**src/rtl/fibonacci_convert.sv**
```systemverilog
// fibonacci_convert: greedy integer -> Zeckendorf (Fibonacci standard form)
// converter. One bit is decided per clock from the top weight F(33) down to
// F(2), so every conversion takes exactly W_OUT+1 cycles regardless of value.
//
// Handshake: a rising edge on en_b_f (while not scanning) starts a conversion
// and samples value_in on that same edge; convert_done is a level that rises
// with the result on fibonacci and stays high until the next accepted start.
module fibonacci_convert #(
    parameter int W_IN   = 16,
    parameter int W_OUT  = 32,
    parameter int ACC_W  = 22,
    parameter int F_TOP  = 3524578,
    parameter int F_NEXT = 2178309
) (
    input  logic             clk,
    input  logic             rst,
    input  logic             en_b_f,
    input  logic [W_IN-1:0]  value_in,
    output logic [W_OUT-1:0] fibonacci,
    output logic             convert_done,
    output logic [1:0]       dbg_state_o
);

    localparam int IDX_W = $clog2(W_OUT);

    typedef enum logic [1:0] {
        ST_IDLE = 2'd0,
        ST_SCAN = 2'd1,
        ST_DONE = 2'd2
    } state_t;

    state_t             state_q, state_d;
    logic               en_q, en_d;       // en_b_f history for edge detect
    logic [ACC_W-1:0]   r_q, r_d;         // residual still to be encoded
    logic [ACC_W-1:0]   a_q, a_d;         // weight of the bit being decided
    logic [ACC_W-1:0]   b_q, b_d;         // next lower weight
    logic [IDX_W-1:0]   idx_q, idx_d;     // bit currently being decided
    logic [W_OUT-1:0]   s_q, s_d;         // shadow result built during scan
    logic [W_OUT-1:0]   fib_q, fib_d;     // published result
    logic               done_q, done_d;
    logic               start;

    assign start        = en_b_f & ~en_q;
    assign fibonacci    = fib_q;
    assign convert_done = done_q;
    assign dbg_state_o  = state_q;

    // State and datapath registers; reset aborts any conversion in flight.
    always_ff @(posedge clk or negedge rst) begin
        if (!rst) begin
            state_q <= ST_IDLE;
            en_q    <= 1'b0;
            r_q     <= '0;
            a_q     <= '0;
            b_q     <= '0;
            idx_q   <= '0;
            s_q     <= '0;
            fib_q   <= '0;
            done_q  <= 1'b0;
        end else begin
            state_q <= state_d;
            en_q    <= en_d;
            r_q     <= r_d;
            a_q     <= a_d;
            b_q     <= b_d;
            idx_q   <= idx_d;
            s_q     <= s_d;
            fib_q   <= fib_d;
            done_q  <= done_d;
        end
    end

    // Next-state logic: load on start, one greedy subtraction per scan cycle,
    // publish in DONE (which may also accept a new start directly).
    always_comb begin
        state_d = state_q;
        en_d    = en_b_f;
        r_d     = r_q;
        a_d     = a_q;
        b_d     = b_q;
        idx_d   = idx_q;
        s_d     = s_q;
        fib_d   = fib_q;
        done_d  = done_q;

        case (state_q)
            ST_IDLE: begin
                if (start) begin
                    state_d = ST_SCAN;
                    r_d     = {{(ACC_W-W_IN){1'b0}}, value_in};
                    a_d     = ACC_W'(F_TOP);
                    b_d     = ACC_W'(F_NEXT);
                    idx_d   = IDX_W'(W_OUT-1);
                    s_d     = '0;
                    done_d  = 1'b0;
                end
            end
            ST_SCAN: begin
                // Starts seen here are ignored; en_q still tracks the input.
                if (r_q >= a_q) begin
                    s_d[idx_q] = 1'b1;
                    r_d        = r_q - a_q;
                end else begin
                    s_d[idx_q] = 1'b0;
                end
                // Walk the Fibonacci ladder down: (a, b) -> (b, a - b).
                a_d = b_q;
                b_d = a_q - b_q;
                if (idx_q == '0) begin
                    state_d = ST_DONE;
                end else begin
                    idx_d = idx_q - IDX_W'(1);
                end
            end
            ST_DONE: begin
                fib_d   = s_q;
                done_d  = 1'b1;
                state_d = ST_IDLE;
                if (start) begin
                    // Accepting edge clears done and loads the next operand.
                    state_d = ST_SCAN;
                    r_d     = {{(ACC_W-W_IN){1'b0}}, value_in};
                    a_d     = ACC_W'(F_TOP);
                    b_d     = ACC_W'(F_NEXT);
                    idx_d   = IDX_W'(W_OUT-1);
                    s_d     = '0;
                    done_d  = 1'b0;
                end
            end
            default: begin
                state_d = ST_IDLE;
            end
        endcase
    end

endmodule
```
**config.mk**
```make
export PLATFORM = sky130hd
export DESIGN_NAME = fibonacci_convert
export DESIGN_NICKNAME = d
export VERILOG_FILES = /design/src/rtl/fibonacci_convert.sv
export SDC_FILE = /design/constraint.sdc
export NUM_CORES = 1
export LEC_CHECK = 0
export ABC_AREA = 1
export CORE_ASPECT_RATIO = 0.6
export CORE_MARGIN = 1
export CORE_UTILIZATION = 59
export DETAILED_ROUTE_END_ITERATION = 8
export PLACE_DENSITY = 0.79
export SETUP_SLACK_MARGIN = 0.05
export SYNTH_ARGS = -nofsm -noshare
export SYNTH_HDL_FRONTEND = slang
export SYNTH_SLANG_ARGS = --single-unit
```
**constraint.sdc**
```tcl
create_clock -name clk -period 4.3 [get_ports clk]
set_clock_uncertainty 0.1 [all_clocks]
set_input_delay 0.43 -clock clk [delete_from_list [all_inputs] [get_ports clk]]
set_output_delay 0.43 -clock clk [all_outputs]
set_load 0.02 [all_outputs]
```
==> impl_metrics.env <==
export IMPL_drt_iter0_drc=1032
export IMPL_timing_final_crit_share_pct=70.26
export IMPL_drt_antenna_violating_nets=0
export IMPL_crit_top_cell="nand2_2"
export IMPL_via_per_inst=5.534
export IMPL_synth_top_family_by_area="simple AND/OR/NAND/NOR gates"
export IMPL_port_buffers=53
export IMPL_grt_antenna_before_repair=0
export IMPL_placedCellCount=1474
export IMPL_post_dp_hpwl_um=17520
export IMPL_grt_pass1_wl_um=39300
export IMPL_cts_resized=0
export IMPL_period_needed_ns=3.021
export IMPL_place_congestion=0.9906
export IMPL_cts_tree="built"
export IMPL_cts_htree_levels=4
export IMPL_relSlewSlack_pct=34.92
export IMPL_clock_path_buffers=2
export IMPL_ys_types=42
export IMPL_drtPass1Iterations=6
export IMPL_core_region_area_um2=14550
export IMPL_dieArea_um2=15480
export IMPL_startpoint_type="register"
export IMPL_setup_tns_ns=0
export IMPL_holdPathStages=1
export IMPL_cts_hold_buf=1
export IMPL_ys_flop_type="dfrtp_1"
export IMPL_initial_utilization_pct=60.70
export IMPL_reg2regPathDepth=7
export IMPL_layout_nets=1365
export IMPL_synth_compound_area_share_pct=15.66
export IMPL_clock_latency_ns=0.42
export IMPL_status="finished clean"
export IMPL_gr_total_overflow=0
export IMPL_worstPathCellList="inv_2, buf_4, nand3b_2, nand2_2, nand2_2, nand2_1, o21ai_2"
export IMPL_grt_pass1_vias=7428
export IMPL_netlist_area_um2=8831
export IMPL_synthXorXnorAreaFrac_pct=0.4959
export IMPL_maxSlewViolCount=0
export IMPL_synth_seq_cells=139
export IMPL_synth_async_reset_ratio_pct=100.0
export IMPL_rsz0062_at_grt="no"
export IMPL_critPathMaxFanout=40
export IMPL_area_delta_synth_final_pct=14.00
export IMPL_synthAdderAreaFrac_pct=7.254
export IMPL_worstHoldPathType="in2reg"
export IMPL_tightest_slew_ns=0.9727
export IMPL_clkTransAtPathRegs_ns=0.07
export IMPL_max_stage_delay_ns=0.62
export IMPL_grt_usage_pct=32.55
export IMPL_detail_route_wirelength_um=24170
export IMPL_maxCapViolCount=0
export IMPL_stdcell_count=1507
export IMPL_synthMuxAreaShare_pct=0.2267
export IMPL_clock_sinks=139
export IMPL_antenna_cells=0
export IMPL_path_class="reg2reg"
export IMPL_finalSetupViolCount=0
export IMPL_mostFrequentLayoutCells="397 x nand2_1, 199 x inv_1, 144 x o21ai_0"
export IMPL_fmax_mhz=331.0
export IMPL_ioPinCount=54
export IMPL_ys_warn_count=0
export IMPL_crit_slowest_cell="nand2_2"
export IMPL_ys_seq_area_share_pct=39.39
export IMPL_layout_commonest_cell="nand2_1"
export IMPL_hold_viol=0
export IMPL_cts_root_buf="clkbuf_16"
export IMPL_synth_edf_count=0
export IMPL_drcViolationCount=0
export IMPL_synth_net_count=1323
export IMPL_rows=34
export IMPL_yosys_area_share_simple_pct=26.28
export IMPL_drive_gt1_share_pct=5.653
export IMPL_synthCells=1254
export IMPL_grt_max_degree=73
export IMPL_syn_area_per_cell_um2=7.042
export IMPL_worstSetupEndpointType="register"
export IMPL_wl_per_cell_um=16.04
export IMPL_cts_setup_buffers=0
export IMPL_cts_buffers=17
export IMPL_die_height_um=96.77
export IMPL_die_x_um=159.9
export IMPL_cp_required_ns=4.48
export IMPL_vias=8340
export IMPL_arrival_ns=3.20
[worst paths after layout]
check                                                 from                        end  slack [ns]
worst max register to register  dbg_state_o[0]$_DFFE_PN0P_        r_q[18]$_DFFE_PN0P_        1.28
max in group asynchronous                              rst         b_q[7]$_DFFE_PN0P_        2.67
min in group asynchronous                              rst        r_q[12]$_DFFE_PN0P_        0.48
worst min register to register   fibonacci[12]$_DFFE_PN0P_  fibonacci[12]$_DFFE_PN0P_        0.39
worst min-delay path                                en_b_f             en_q$_DFF_PN0_        0.39
worst max-delay path            dbg_state_o[0]$_DFFE_PN0P_        r_q[18]$_DFFE_PN0P_        1.28
[sequential cells by signal, summed over array words and instances, names as in the netlist]
register / cells
s_q: 32
idx_q: 5
b_q: 22
fibonacci: 32
convert_done: 1
en_q: 1
dbg_state_o: 2
r_q: 22
a_q: 22
[kinds of logic (layout without fill, tap and decap cells)]
family	count (synthesis)	after routing
AND/OR/NAND/NOR	560	560
AO/OA/AOI/OAI	257	257
buffers and inverters	241	296
flip-flops	139	139
adder cells (fa/ha/maj)	50	50
XOR/XNOR	5	5
multiplexers	2	2
[worst max-delay path: cells and delay by family (launching register included)]
kind            cells  cell delay [ns]
compound gates      1             0.07
buf+inv             2             0.49
flops               1             0.38
simple gates        4             1.81
[metal layers]
layer  global-route usage (%)  part of all wire, %  wire (um)
met5                        0                    0          0
met4                    5.495                 0.64        154
met3                    10.46                   13       3191
met2                    41.00                   37       8880
met1                    53.21                   49      11950
[final cells by class]
cell class / instances / area [um^2]
Tap cell: 198 / 247.7
Inverter: 204 / 765.7
Timing Repair Buffer: 60 / 586.8
Sequential cell: 139 / 3478
Clock buffer: 17 / 425.4
Fill cell: 1253 / 4482
Clock inverter: 15 / 152.6
Multi-Input combinational cell: 874 / 4410
[synth_stat cells, types with 8 or more instances]
cell	instances	area share, %
nor2_1	54	2.3
ha_1	48	6.8
o21ai_0	144	8.2
o21ai_2	8	0.79
nand4_1	12	0.85
nand3_1	56	3.2
a21oi_1	73	4.1
nand2_2	8	0.57
nand2_1	398	17
dfrtp_1	139	39
nor3_1	10	0.57
clkbuf_1	21	0.89
o22ai_1	9	0.64
inv_1	199	8.5
[stage by stage]
stage	area, um^2	util (%)	hold WS (ns)	setup WS, ns
floorplan	8831	-	0.03441	2.232
global placement	9479	65.15	0.3662	1.408
detailed placement	9479	65.15	0.3738	1.314
CTS	10070	69.20	0.3845	1.305
global route	10070	69.20	0.4168	1.057
finish	10070	69.20	0.3856	1.279
Power is not shown: default switching activity piles up to over one toggle a cycle in this logic, so the estimate is an artifact.
